**src/rtl/serial_pkg.sv**
```systemverilog
// Shared definitions for the serial link: transmitter/receiver FSM states and line levels.
package serial_pkg;

    typedef enum logic [1:0] {
        StIdle,
        StStart,
        StData,
        StStop
    } serial_state_e;

    localparam logic LineIdle = 1'b1;
    localparam logic StartBit = 1'b0;
    localparam logic StopBit  = 1'b1;

endpackage

```
**src/rtl/bit_timer.sv**
```systemverilog
// Bit-period timer: counts CLKS_PER_BIT cycles while enabled and flags the last cycle of each bit.
module bit_timer #(
    parameter int unsigned CLKS_PER_BIT = 16
) (
    input  logic clock,
    input  logic reset_FFD,
    input  logic clear,
    input  logic enable,
    output logic tick
);

    localparam int unsigned CntW = (CLKS_PER_BIT > 1) ? $clog2(CLKS_PER_BIT) : 1;
    localparam logic [CntW-1:0] CntMax = CntW'(CLKS_PER_BIT - 1);

    logic [CntW-1:0] cnt_q, cnt_d;

    always_comb begin
        cnt_d = cnt_q;
        if (clear) begin
            cnt_d = '0;
        end else if (enable) begin
            cnt_d = (cnt_q == CntMax) ? '0 : cnt_q + CntW'(1);
        end
    end

    assign tick = enable && !clear && (cnt_q == CntMax);

    always_ff @(posedge clock or posedge reset_FFD) begin
        if (reset_FFD) begin
            cnt_q <= '0;
        end else begin
            cnt_q <= cnt_d;
        end
    end

endmodule

```
**src/rtl/serial_tx.sv**
```systemverilog
// Serial frame transmitter: start bit, DATA_BITS payload LSB first, stop bit; all outputs registered.
module serial_tx
    import serial_pkg::*;
#(
    parameter int unsigned CLKS_PER_BIT = 16,
    parameter int unsigned DATA_BITS    = 8
) (
    input  logic                 clock,
    input  logic                 reset_FFD,
    input  logic                 tx_start,
    input  logic [DATA_BITS-1:0] tx_data,
    output logic                 tx_serial,
    output logic                 tx_busy,
    output logic                 tx_done
);

    localparam int unsigned IdxW = $clog2(DATA_BITS + 1);
    localparam logic [IdxW-1:0] IdxLast = IdxW'(DATA_BITS - 1);

    serial_state_e        state_q, state_d;
    logic [DATA_BITS-1:0] shift_q, shift_d;
    logic [IdxW-1:0]      idx_q, idx_d;
    logic                 serial_q, serial_d;
    logic                 busy_q, busy_d;
    logic                 done_q, done_d;
    logic                 accept;
    logic                 timer_en;
    logic                 tick;

    assign timer_en = (state_q != StIdle);

    bit_timer #(
        .CLKS_PER_BIT(CLKS_PER_BIT)
    ) u_bit_timer (
        .clock    (clock),
        .reset_FFD(reset_FFD),
        .clear    (accept),
        .enable   (timer_en),
        .tick     (tick)
    );

    always_comb begin
        state_d = state_q;
        shift_d = shift_q;
        idx_d   = idx_q;
        done_d  = 1'b0;
        accept  = 1'b0;

        unique case (state_q)
            StIdle: begin
                if (tx_start) begin
                    accept  = 1'b1;
                    shift_d = tx_data;
                    idx_d   = '0;
                    state_d = StStart;
                end
            end
            StStart: begin
                if (tick) state_d = StData;
            end
            StData: begin
                if (tick) begin
                    shift_d = shift_q >> 1;
                    idx_d   = idx_q + IdxW'(1);
                    if (idx_q == IdxLast) state_d = StStop;
                end
            end
            StStop: begin
                if (tick) begin
                    state_d = StIdle;
                    done_d  = 1'b1;
                end
            end
            default: state_d = StIdle;
        endcase

        // Outputs are decoded from the next state so the registered line lines up with it.
        unique case (state_d)
            StStart: serial_d = StartBit;
            StData:  serial_d = shift_d[0];
            StStop:  serial_d = StopBit;
            default: serial_d = LineIdle;
        endcase
        busy_d = (state_d != StIdle);
    end

    always_ff @(posedge clock or posedge reset_FFD) begin
        if (reset_FFD) begin
            state_q  <= StIdle;
            shift_q  <= '0;
            idx_q    <= '0;
            serial_q <= LineIdle;
            busy_q   <= 1'b0;
            done_q   <= 1'b0;
        end else begin
            state_q  <= state_d;
            shift_q  <= shift_d;
            idx_q    <= idx_d;
            serial_q <= serial_d;
            busy_q   <= busy_d;
            done_q   <= done_d;
        end
    end

    assign tx_serial = serial_q;
    assign tx_busy   = busy_q;
    assign tx_done   = done_q;

endmodule

```
**config.mk**
```make
export PLATFORM = sky130hd
export DESIGN_NAME = serial_tx
export DESIGN_NICKNAME = d
export VERILOG_FILES = /design/src/rtl/serial_pkg.sv /design/src/rtl/bit_timer.sv /design/src/rtl/serial_tx.sv
export SDC_FILE = /design/constraint.sdc
export NUM_CORES = 1
export LEC_CHECK = 0
export ABC_AREA = 1
export BUFFER_PORTS_ARGS = -buffer_cell sky130_fd_sc_hd__buf_2
export CAP_MARGIN = 0
export CORE_MARGIN = 2
export CORE_UTILIZATION = 36
export CTS_BUF_LIST = sky130_fd_sc_hd__clkbuf_4 sky130_fd_sc_hd__clkbuf_8 sky130_fd_sc_hd__clkbuf_16
export CTS_CLUSTER_DIAMETER = 200
export DETAILED_ROUTE_END_ITERATION = 8
export PLACE_DENSITY_LB_ADDON = 0.08
export SLEW_MARGIN = 20
export SYNTH_ARGS = -nofsm -noshare
export SYNTH_HDL_FRONTEND = slang
export SYNTH_HIERARCHICAL = 1
export SYNTH_SLANG_ARGS = --single-unit
```
**constraint.sdc**
```tcl
create_clock -name clock -period 2 [get_ports clock]
set_input_delay 0.4 -clock clock [delete_from_list [all_inputs] [get_ports clock]]
set_output_delay 0.4 -clock clock [all_outputs]
set_load 0.02 [all_outputs]
```
=== Word level (Yosys, flattened, before mapping) ===
Index checks and enable logic that the tools add are counted.

* Memory bits (writable): 0
* Input bits: 11
* Memories kept: 0
* Output and inout port bits: 3
* Latch bits: 0
* Memory bits (read-only): 0
* Flip-flop bits (word level): 21

* Add/sub/neg operators: 2
* Bitwise gates (word level): 0
* Div/mod/pow operators: 0
* Multipliers: 0
* Reductions and logical operators: 9
* Shift-type cells: 0
* Multiplexer cells: 20
* Equal/unequal tests: 9
* Order comparisons: 0

{| class="wikitable"
|+ Operators by type and width
! operator !! number
|-
| 2-to-1 mux 4 bit || 5
|-
| 2-to-1 mux 8 bit || 2
|-
| one-hot mux 8 bit (2 select lines) || 1
|-
| 2-to-1 mux 2 bit || 5
|-
| adder 4 x 1 -> 4 bit, second input constant || 2
|-
| one-hot mux 2 bit (4 select lines) || 1
|-
| one-hot mux 4 bit (2 select lines) || 1
|-
| nonzero test 2 bit || 4
|-
| == test 2 bit, second input constant || 3
|-
| == test 2 x 1 -> 1 bit, second input constant || 2
|-
| == test 4 x 3 -> 1 bit, second input constant || 1
|-
| == test 4 bit, second input constant || 1
|-
| 2-to-1 mux 1 bit || 4
|-
| != test 2 bit, second input constant || 2
|-
| AND reduction 3 bit || 1
|-
| logical AND 1 bit || 2
|-
| logical NOT 2 bit || 1
|-
| one-hot mux 1 bit (2 select lines) || 1
|-
| logical NOT 1 bit || 1
|}

=== Longest topological paths before layout ===
Gate-level depths: netlist of run 1.

* Word-level depth: 9
* Gate-level depth with buffers: 13
* Gate-level depth less buffers: 13

=== Cells and area by module ===
Netlist of run 1, hierarchy kept.

{| class="wikitable"
|+ Modules (own cells, without submodules)
! module !! seq. area each (um2) !! cells an instance !! times used !! area an instance (um2)
|-
| serial_tx || 426.7 || 108 || 1 || 863.3
|-
| bit_timer || 100.1 || 27 || 1 || 226.5
|}

=== Worst setup path before layout of run 1 ===
No wires, ideal clock.

* Path kind: reg2reg
* Start: register state_q[1]
* End: register shift_q[6]
* Period minus slack after synthesis: 1.841 ns
* Arrival: 1.714 ns
* Stages on the path, launching flop included: 13
* Path buffers: 1
* Required time: 1.873 ns
* Path slack: 0.159 ns
* Cell sequence: dfrtp_1 > nor2_2 > nand2_2 > inv_4 > nor2_2 > inv_1 > nor2_1 > nand3_4 > inv_4 > nor2_4 > buf_6 > nand2_2 > o211ai_2

* Longest elaborated chain between the ends: 7

{| class="wikitable"
|+ Ends and longest elaborated chain
! what !! line !! source
|-
| start, declared || serial_tx.sv:20 || <nowiki>serial_state_e state_q, state_d;</nowiki>
|-
| start signal, assigned || serial_tx.sv:89 || <nowiki>state_q <= StIdle;</nowiki>
|-
| start signal, assigned || serial_tx.sv:96 || <nowiki>state_q <= state_d;</nowiki>
|-
| logical NOT 2 bit || serial_tx.sv:49 || <nowiki>unique case (state_q)</nowiki>
|-
| 2-to-1 mux 1 bit || serial_tx.sv:49 ||
|-
| net accept || serial_tx.sv:26 || <nowiki>logic accept;</nowiki>
|-
| logical NOT 1 bit || bit_timer.sv:26 || <nowiki>assign tick = enable && !clear && (cnt_q == CntMax);</nowiki>
|-
| logical AND 1 bit (2 in series) || bit_timer.sv:26 ||
|-
| net tick || serial_tx.sv:28 || <nowiki>logic tick;</nowiki>
|-
| != test 2 bit (no source line) || -- ||
|-
| AND reduction 3 bit (no source line) || -- ||
|-
| end signal, assigned || serial_tx.sv:97 || <nowiki>shift_q <= shift_d;</nowiki>
|-
| end, declared || serial_tx.sv:21 || <nowiki>logic [DATA_BITS-1:0] shift_q, shift_d;</nowiki>
|}

The timed path passes the listed nets, and every way through them passes these cells.
A chain may end at the register's enable or synchronous reset.

=== Worst setup path in the final report of run 1 ===
* Start: register state_q[0]
* End: register shift_q[6]

The elaborated chain is that of the path after synthesis.

==> results.sh, run 1 <==
export IMPL_cts_resized=0
export IMPL_wl_per_cell_microns=10.94
export IMPL_synth_nets=148
export IMPL_core_area_sq_um=2805
export IMPL_syn_inst=135
export IMPL_place_hpwl_microns=1568
export IMPL_cts_tree="done"
export IMPL_num_io_pins=14
export IMPL_first_iter_violations=24
export IMPL_rsz0062_at_grt="no"
export IMPL_grt_pass1_wl_microns=3594
export IMPL_setup_tns_ns=0
export IMPL_antenna_found_initial=0
export IMPL_cts_max_level=1
export IMPL_layout_common_cells="nand2_1 (44), dfrtp_1 (20), inv_1 (19), nand3_1 (15), buf_2 (13)"
export IMPL_synth_cell_types=25
export IMPL_drive_gt1_share_pct=25.32
export IMPL_clk_pin_slew_ns=0.12
export IMPL_cts_buffers=3
export IMPL_clk_path_buf_depth=2
export IMPL_diodes=0
export IMPL_grt_usage_pct=13.77
export IMPL_grt_ovfl_total=0
export IMPL_wl_microns=2068
export IMPL_finalNetCount=172
export IMPL_drtPass1Iterations=4
export IMPL_cts_root_buf="clkbuf_4"
export IMPL_critPathArrivalTime_ns=2.00
export IMPL_synth_area_sq_um=1090
export IMPL_routabilityCongestion=0.7720
export IMPL_drv_cap=0
export IMPL_clock_latency_ns=0.31
export IMPL_outcome="complete, no violations"
export IMPL_route_vias_total=882
export IMPL_drc_errors=0
export IMPL_antenna_left=0
export IMPL_synthTopCellsByArea="dfrtp_1 (46%), nand2_1 (15%), nand3_1 (6.9%)"
export IMPL_yosysTopAreaCell="dfrtp_1"
export IMPL_ys_ff_latch=21
export IMPL_dieArea_sq_um=3483
export IMPL_worstPathRequired_ns=2.20
export IMPL_finalCritPeriodShare_pct=90.14
export IMPL_slew_headroom_pct=55.64
export IMPL_startpoint_type="flip-flop"
export IMPL_worst_slack_ns=0.1972
export IMPL_fmax_mhz=554.7
export IMPL_hold_path_class="input port to flip-flop"
export IMPL_clock_sinks=21
export IMPL_rows=19
export IMPL_worst_slew_pin_transition_ns=0.6647
export IMPL_yosysSeqAreaShare_pct=48.34
export IMPL_finalHoldWorstSlack_ns=0.3041
export IMPL_irDropWorstVdd_v=0.0004301
export IMPL_worstSetupPathType="flip-flop to flip-flop"
export IMPL_vias_per_cell=4.667
export IMPL_grt_pass1_vias=850
export IMPL_synth_yosys_warnings=6
export IMPL_finalClockSkew_ns=0.003372
export IMPL_synthDominantCellAreaShare_pct=45.92
export IMPL_final_common_cell="nand2_1"
export IMPL_setup_viol=0
export IMPL_avgSynthCellArea_sq_um=8.073
export IMPL_die_w_microns=59.02
export IMPL_die_y_microns=59.02
export IMPL_worst_setup_path_end_kind="flip-flop"
export IMPL_p_leak_uw=0.0006854
export IMPL_syn2layout_area_growth_pct=16.30
export IMPL_drv_slew=0
export IMPL_pwr_density_cell_nw_per_um2=530.4
export IMPL_hold_violations=0
export IMPL_critPathMaxFanout=8
export IMPL_grt_max_degree=18
export IMPL_preCtsSetupSlack_ns=0.1523
export IMPL_port_buffers=13
export IMPL_start_util_pct=38.85
export IMPL_period_minus_slack_ns=1.803
routing by layer:
layer | vias to the layer above | GRT usage, % | share of wire, %
met5 | - | 0 | 0
met4 | 0 | 2.922 | 0.92
met3 | 2 | 4.585 | 4.6
met2 | 16 | 21.75 | 44
met1 | 398 | 18.47 | 51
li1 | 466 | - | -
cell type report:
class / count / area, sq um
multi-input combinational: 90 / 460.4
fill: 294 / 1538
sequential: 21 / 526.8
clock buffer: 4 / 30.03
tap: 31 / 38.79
inverter: 23 / 91.34
timing repair buffer: 20 / 120.1
worst max-delay path: stages, from the launching register on:
cell,delay [ns]
dfrtp_1,0.45
nor2_2,0.08
nand2_2,0.09
inv_4,0.04
nor2_2,0.15
inv_1,0.08
nor2_1,0.09
buf_4,0.15
nand3_4,0.12
inv_4,0.12
nor2_4,0.06
buf_4,0.14
nand2_2,0.05
o211ai_2,0.07
synth_stat cells (all sizes together):
cell type / instances
a22o: 1
buf: 1
xor2: 1
dfrtp: 20
nand3: 17
nand2: 48
a21oi: 1
o211ai: 1
inv: 23
dfstp: 1
ha: 2
xnor2: 1
nor3: 2
nand4: 1
o21ai: 5
nor2: 10
path summary, 6_finish.rpt:
| path | cells past startpoint | startpoint | slack, ns | to |
|---|---|---|---|---|
| worst max-delay path | 13 | state_q[0] | 0.20 | shift_q[6] |
| worst min-delay path | 3 | tx_data[5] | 0.30 | shift_q[5] |
| worst max register to register | 13 | state_q[0] | 0.20 | shift_q[6] |
| worst min register to register | 2 | shift_q[5] | 0.50 | shift_q[5] |
| max in group asynchronous | 3 | reset_FFD | 0.85 | shift_q[5] |
| min in group asynchronous | 3 | reset_FFD | 0.51 | u_bit_timer/cnt_q[3] |
what timing repair did:
action	in CTS	in global routing
hold buffers	1	0
setup buffers	0	3
setup endpoints to repair	0	2
hold endpoints to repair	4	0
registers in the layout (all words and copies together), names as in the netlist:
signal / cells
idx_q: 4
tx_serial: 1
u_bit_timer/cnt_q: 4
shift_q: 8
state_q: 2
tx_done: 1
tx_busy: 1
power by group:
group	total, uW	switching [uW]	internal [uW]
combinational	21.8	12.9	8.96
clock	226	134	91.4
sequential	425	0	425
total	672	147	525
kinds of logic (layout without fill, tap and decap cells):
logic type | count (synthesis) | count (layout) | share of synthesized area, %
adders and majority gates | 2 | 2 | 2.296
DFF | 21 | 21 | 48.34
xor gates and xnor gates | 2 | 2 | 1.608
and+or+nand+nor | 78 | 78 | 32.95
buffers and inverters | 24 | 47 | 9.415
AOI/OAI and AO/OA | 8 | 8 | 5.396
stage by stage:
step	instance area (sq um)	power, uW	std cells	util (%)
floorplan	1090	440.7	135	-
global placement	1205	453.8	181	42.95
detailed placement	1205	454.3	181	42.95
CTS	1245	681.2	186	44.38
global route	1267	702.1	189	45.18
finish	1267	672.3	189	45.18
Power figures use the tool's default switching activity.
==> run 2, diff against run 1 <==
--- a/config.mk
+++ b/config.mk
@@ -13,7 +13,7 @@
 export CTS_BUF_LIST = sky130_fd_sc_hd__clkbuf_4 sky130_fd_sc_hd__clkbuf_8 sky130_fd_sc_hd__clkbuf_16
 export CTS_CLUSTER_DIAMETER = 200
 export DETAILED_ROUTE_END_ITERATION = 8
-export PLACE_DENSITY_LB_ADDON = 0.08
+export SKIP_CTS_REPAIR_TIMING = 1
 export SLEW_MARGIN = 20
 export SYNTH_ARGS = -nofsm -noshare
 export SYNTH_HDL_FRONTEND = slang
==> run 2 against run 1 <==
Effect of this change:
- maximum frequency shrank 0.16%
- utilization grew 0.80 points
- sequential share of layout area shrank 0.73 points
- non-clock buffer count grew 3
- count of clock-buffer cells in the layout shrank 1
- design area grew 1.8%
- total power shrank 1.8%
- sequential power is essentially flat
- via count grew 1.5%
- critical endpoint is now shift_q[4]
- largest power group unchanged
==> results.sh, run 2 (synthesis gave the netlist of run 1 again) <==
export IMPL_crit_path_cell_trace="nor2_2 > nand2_2 > inv_4 > nor2_2 > inv_1 > nor2_1 > buf_4 > nand3_4 > inv_4 > nor2_4 > buf_4 > nand2_1 > nand3_1"
export IMPL_largest_reg_flops=8
export IMPL_fillers=302
export IMPL_antenna_found_initial=0
export IMPL_port_buffers=13
export IMPL_outcome="complete, no violations"
export IMPL_placed_cell_area_sq_um=1205
export IMPL_grt_pass1_wl_microns=3581
export IMPL_die_y_microns=59.02
export IMPL_r2r_end="shift_q[4]"
export IMPL_dieArea_sq_um=3483
export IMPL_diodes=0
export IMPL_critPathArrivalTime_ns=2.01
export IMPL_grt_ovfl_total=0
export IMPL_grt_pass1_vias=883
export IMPL_place_hpwl_microns=1490
export IMPL_setup_tns_ns=0
export IMPL_drc_errors=0
export IMPL_route_vias_total=895
export IMPL_wl_per_cell_microns=10.35
export IMPL_start_util_pct=38.85
export IMPL_syn2layout_area_growth_pct=18.37
export IMPL_clk_path_buf_depth=2
export IMPL_cts_max_level=1
export IMPL_p_leak_uw=0.0006934
export IMPL_core_area_sq_um=2805
export IMPL_finalNetCount=175
export IMPL_num_io_pins=14
export IMPL_cts_root_buf="clkbuf_4"
export IMPL_worst_setup_path_end_kind="flip-flop"
export IMPL_rows=19
export IMPL_r2r_setup_slack_ns=0.19
export IMPL_drive_gt1_share_pct=26.71
export IMPL_wl_microns=1987
export IMPL_cts_buffers=3
export IMPL_hold_violations=0
export IMPL_grt_usage_pct=13.76
export IMPL_crit_start="state_q[0]"
export IMPL_finalClockSkew_ns=0.008451
export IMPL_final_cells=192
export IMPL_period_minus_slack_ns=1.806
export IMPL_slew_headroom_pct=57.29
export IMPL_regMostFlops="shift_q"
export IMPL_hold_path_class="input port to flip-flop"
export IMPL_r2r_start="state_q[0]"
export IMPL_layout_common_cells="nand2_1 (44), dfrtp_1 (20), inv_1 (19), nand3_1 (15), buf_2 (13)"
export IMPL_worst_slew_pin_transition_ns=0.6399
export IMPL_finalCritPeriodShare_pct=90.29
export IMPL_clock_latency_ns=0.31
export IMPL_place_inst=181
export IMPL_clk_pin_slew_ns=0.13
export IMPL_setup_viol=0
export IMPL_routabilityCongestion=0.8379
export IMPL_fin_area_sq_um=1290
export IMPL_die_w_microns=59.02
export IMPL_cpMaxStageDelayCell="dfrtp_1"
export IMPL_grt_max_degree=18
export IMPL_reg_top3="shift_q: 8 flops, idx_q: 4 flops, u_bit_timer/cnt_q: 4 flops"
export IMPL_critPathMaxFanout=7
export IMPL_cts_tree="done"
export IMPL_startpoint_type="flip-flop"
export IMPL_vias_per_cell=4.661
export IMPL_first_iter_violations=39
export IMPL_drv_slew=0
export IMPL_fmax_mhz=553.8
export IMPL_critPathMaxStageDelay_ns=0.45
export IMPL_critPathCapture="shift_q[4]"
export IMPL_irDropWorstVdd_v=0.0002924
export IMPL_final_common_cell="nand2_1"
export IMPL_reg2reg_depth=13
export IMPL_clock_sinks=21
export IMPL_antenna_left=0
export IMPL_drtPass1Iterations=4
export IMPL_drv_cap=0
export IMPL_worstSetupPathType="flip-flop to flip-flop"
export IMPL_worstPathRequired_ns=2.21
export IMPL_pwr_density_cell_nw_per_um2=511.7
run 2: cell types whose count changed in the layout (fill, tap and decap cells not counted):
cell and change:
buf_4 +3, clkbuf_4 -1, clkinvlp_4 +1
run 2: routing by layer:
layer / wire, microns / share of wire, % / track usage (%) / vias to the layer above
met5: 0 / 0 / 0 / -
met1: 883 / 44 / 15.53 / 409
met3: 101 / 5.1 / 4.585 / 2
met2: 980 / 49 / 24.13 / 16
met4: 23 / 1.2 / 4.870 / 0
li1: - / - / - / 468
run 2: worst min path at each step:
stage,startpoint,to,depth (start not counted)
6_report,tx_data[3],shift_q[3],3
3_3_place_gp,reset_FFD,u_bit_timer/cnt_q[0],2
2_1_floorplan,reset_FFD,u_bit_timer/cnt_q[0],1
3_5_place_dp,reset_FFD,u_bit_timer/cnt_q[3],2
5_1_grt,tx_data[4],shift_q[4],3
4_1_cts,reset_FFD,u_bit_timer/cnt_q[3],2
run 2: layout make-up:
class / instances / area (sq um) / area share, %
Sequential cell: 21 / 526.8 / 40.83
Clock inverter: 1 / 7.507 / 0.5820
Inverter: 23 / 91.34 / 7.080
Tap cell: 31 / 38.79 / 3.007
Multi-Input combinational cell: 90 / 460.4 / 35.69
Timing Repair Buffer: 23 / 142.6 / 11.06
Clock buffer: 3 / 22.52 / 1.746
run 2: power breakdown:
part           switching (uW)  internal [uW]  leakage [uW]  total (uW)
Clock                     138           76.3     0.0000139         214
Combinational            12.7           8.99      0.000425        21.7
Sequential                  0            425      0.000254         425
Total                     150            510      0.000693         660
run 2: worst max-delay path, delay by kind of cell (launching register included):
family,cells,cell delay [ns]
simple gates,8,0.72
buf+inv,5,0.53
flops,1,0.45
run 2: metrics by stage:
step	worst slack (ns)	utilization, %	hold WS (ns)	total power (uW)
after CTS	0.1332	44.02	-0.05300	674.2
after floorplan	0.1594	-	0.1661	440.7
after detailed placement	0.1579	42.95	0.2987	454.1
after global placement	0.2369	42.95	0.2981	453.4
after global routing	-0.01060	45.99	0.2824	698.7
final	0.1942	45.99	0.2984	660.1
==> run 3, diff against run 2 <==
--- a/config.mk
+++ b/config.mk
@@ -5,7 +5,6 @@
 export SDC_FILE = /design/constraint.sdc
 export NUM_CORES = 1
 export LEC_CHECK = 0
-export ABC_AREA = 1
 export BUFFER_PORTS_ARGS = -buffer_cell sky130_fd_sc_hd__buf_2
 export CAP_MARGIN = 0
 export CORE_MARGIN = 2
==> run 3 against run 2 <==
Effect of this change:
- design area is 4.2% lower
- wire length fell by 0.96%
- sequential power is 67% higher
- first-iteration DRC count fell by 54%
- area after synthesis down 4.0%
- combinational power grew to 27 times the previous value
- clock power fell by 6%
- global-route usage down 0.095 points
- critical path type unchanged
- maximum frequency fell by 4.9%
- synthesized cell count fell by 27%
- largest power group unchanged
- critical endpoint is now tx_serial
- hold slack better by 0.017 ns
- die area decreased by 3.7%
==> results.sh, run 3 <==
export IMPL_synth_compound_area_share_pct=18.42
export IMPL_syn_inst=99
export IMPL_finalCritPeriodShare_pct=94.95
export IMPL_diodes=0
export IMPL_cts_buffers=3
export IMPL_final_common_cell="dfrtp_1"
export IMPL_synthDominantCellAreaShare_pct=47.85
export IMPL_r2r_end="tx_serial"
export IMPL_r2r_setup_slack_ns=0.10
export IMPL_reg2reg_depth=7
export IMPL_setup_tns_ns=0
export IMPL_hold_depth=2
export IMPL_first_iter_violations=18
export IMPL_finalNetCount=135
export IMPL_vias_per_cell=5.303
export IMPL_largest_reg_flops=8
export IMPL_grt_usage_pct=13.67
export IMPL_cts_root_buf="clkbuf_4"
export IMPL_synth_yosys_warnings=6
export IMPL_cts_max_level=1
export IMPL_synth_area_sq_um=1046
export IMPL_layout_common_cells="dfrtp_1 (20), buf_2 (13), buf_4 (9), a22o_1 (7), inv_1 (7)"
export IMPL_synth_top_family_by_area="compound AO/OA/AOI/OAI gates"
export IMPL_antenna_found_initial=0
export IMPL_drive_gt1_share_pct=28.93
export IMPL_dieArea_sq_um=3353
export IMPL_drv_cap=0
export IMPL_clk_path_buf_depth=2
export IMPL_whs_endpoint="shift_q[7]"
export IMPL_irDropWorstVdd_v=0.0006307
export IMPL_drc_errors=0
export IMPL_hold_violations=0
export IMPL_hold_start="tx_data[7]"
export IMPL_synthAdderAreaFrac_pct=2.392
export IMPL_grt_pass1_vias=809
export IMPL_grt_pass1_wl_microns=3505
export IMPL_critPathArrivalTime_ns=2.14
export IMPL_synth_most_common_cell="dfrtp_1"
export IMPL_p_leak_uw=0.0006165
export IMPL_avgSynthCellArea_sq_um=10.57
export IMPL_wl_microns=1968
export IMPL_start_util_pct=37.93
export IMPL_clock_sinks=21
export IMPL_worstPathRequired_ns=2.24
export IMPL_fin_util_pct=44.83
export IMPL_syn2layout_area_growth_pct=18.18
export IMPL_yosys_top_cells_count="dfrtp_1 (20), a22o_1 (7), inv_1 (7), nor2_1 (7)"
export IMPL_grt_ovfl_total=0
export IMPL_antenna_left=0
export IMPL_drv_slew=0
export IMPL_ys_ff_latch=21
export IMPL_synth_simple_area_share_pct=16.75
export IMPL_die_w_microns=57.91
export IMPL_pwr_density_cell_nw_per_um2=1208
export IMPL_grt_max_degree=18
export IMPL_synthMuxAreaShare_pct=4.545
export IMPL_port_buffers=13
export IMPL_clock_latency_ns=0.30
export IMPL_worstSetupPathType="flip-flop to flip-flop"
export IMPL_worst_setup_path_end_kind="flip-flop"
export IMPL_synthTopCellsByArea="dfrtp_1 (48%), a22o_1 (5.9%), a21o_1 (4.3%)"
export IMPL_regMostFlops="shift_q"
export IMPL_reg_top3="shift_q: 8 flops, idx_q: 4 flops, u_bit_timer/cnt_q: 4 flops"
export IMPL_critPathMaxFanout=9
export IMPL_yosysTopAreaCell="dfrtp_1"
export IMPL_ys_async_sr_fraction_pct=100.0
export IMPL_outcome="complete, no violations"
export IMPL_slew_headroom_pct=58.40
export IMPL_r2r_start="state_q[1]"
export IMPL_finalClockSkew_ns=0.006575
export IMPL_hold_path_class="input port to flip-flop"
export IMPL_worst_slew_pin_transition_ns=0.6233
export IMPL_num_io_pins=14
export IMPL_synthFlopType="dfrtp_1"
export IMPL_clk_pin_slew_ns=0.12
export IMPL_yosysSeqAreaShare_pct=50.36
export IMPL_setup_viol=0
export IMPL_die_y_microns=57.91
export IMPL_rows=19
export IMPL_synth_nets=112
export IMPL_route_vias_total=806
export IMPL_period_minus_slack_ns=1.899
export IMPL_cts_tree="done"
export IMPL_drtPass1Iterations=4
export IMPL_routabilityCongestion=0.7696
export IMPL_fmax_mhz=526.6
export IMPL_synth_cell_types=31
export IMPL_rsz0062_at_grt="no"
export IMPL_synth_edff_count=0
export IMPL_place_hpwl_microns=1483
export IMPL_wl_per_cell_microns=12.95
export IMPL_synthXorXnorAreaFrac_pct=1.675
export IMPL_core_area_sq_um=2758
export IMPL_startpoint_type="flip-flop"
run 3: kinds of logic after synthesis:
kind of cell,Yosys count
AND/OR/NAND/NOR,30
AO/OA/AOI/OAI,28
flip-flops,21
buffers and inverters,12
multiplexers,4
XOR/XNOR,2
adder cells (fa/ha/maj),2
run 3: per-layer routing:
| layer | GRT usage, % | up-vias | part of all wire, % |
|---|---|---|---|
| met5 | 0 | - | 0 |
| met4 | 2.990 | 0 | 0.91 |
| met3 | 4.911 | 2 | 5.6 |
| met2 | 22.08 | 20 | 45 |
| met1 | 17.72 | 388 | 48 |
| li1 | - | 396 | - |
run 3: report_power, final:
group          switching (uW)  internal, uW
combinational             278           306
clock                     126          74.6
sequential                118           591
run 3: worst max path at each step:
| stage | to | depth (start not counted) | start | slack (ns) |
|---|---|---|---|---|
| floorplan | tx_serial | 9 | state_q[0] | -0.05 |
| global placement | tx_serial | 7 | state_q[1] | 0.16 |
| detailed placement | idx_q[0] | 7 | state_q[1] | 0.13 |
| CTS | idx_q[0] | 7 | state_q[1] | 0.11 |
| global route | tx_serial | 7 | u_bit_timer/cnt_q[0] | 0.03 |
| finish | tx_serial | 7 | state_q[1] | 0.10 |
run 3: worst max-delay path, cell delays in order (launching register included):
cell     delay [ns]
dfrtp_1        0.44
or2_4          0.27
nand2_2        0.08
nor3_1         0.04
buf_4          0.16
and3b_1        0.20
a221o_1        0.34
mux2_4         0.31
run 3: area by class of cell:
| cell class | count | area (sq um) |
|---|---|---|
| Fill cell | 270 | 1521 |
| Sequential cell | 21 | 526.8 |
| Multi-Input combinational cell | 66 | 474.2 |
| Timing Repair Buffer | 23 | 142.6 |
| Tap cell | 31 | 38.79 |
| Inverter | 7 | 26.28 |
| Clock buffer | 3 | 22.52 |
| Clock inverter | 1 | 5.005 |
run 3: through the flow:
step | total power [uW] | hold slack [ns] | setup WS (ns) | std cells | cell area, sq um
3_3_place_gp | 1280 | 0.3021 | 0.1583 | 147 | 1196
2_1_floorplan | 1151 | 0.1661 | -0.05423 | 99 | 1086
3_5_place_dp | 1304 | 0.3025 | 0.1315 | 147 | 1196
4_1_cts | 1505 | -0.03833 | 0.1099 | 151 | 1224
6_report | 1493 | 0.3153 | 0.1010 | 152 | 1236
5_1_grt | 1621 | 0.3012 | 0.02788 | 152 | 1236
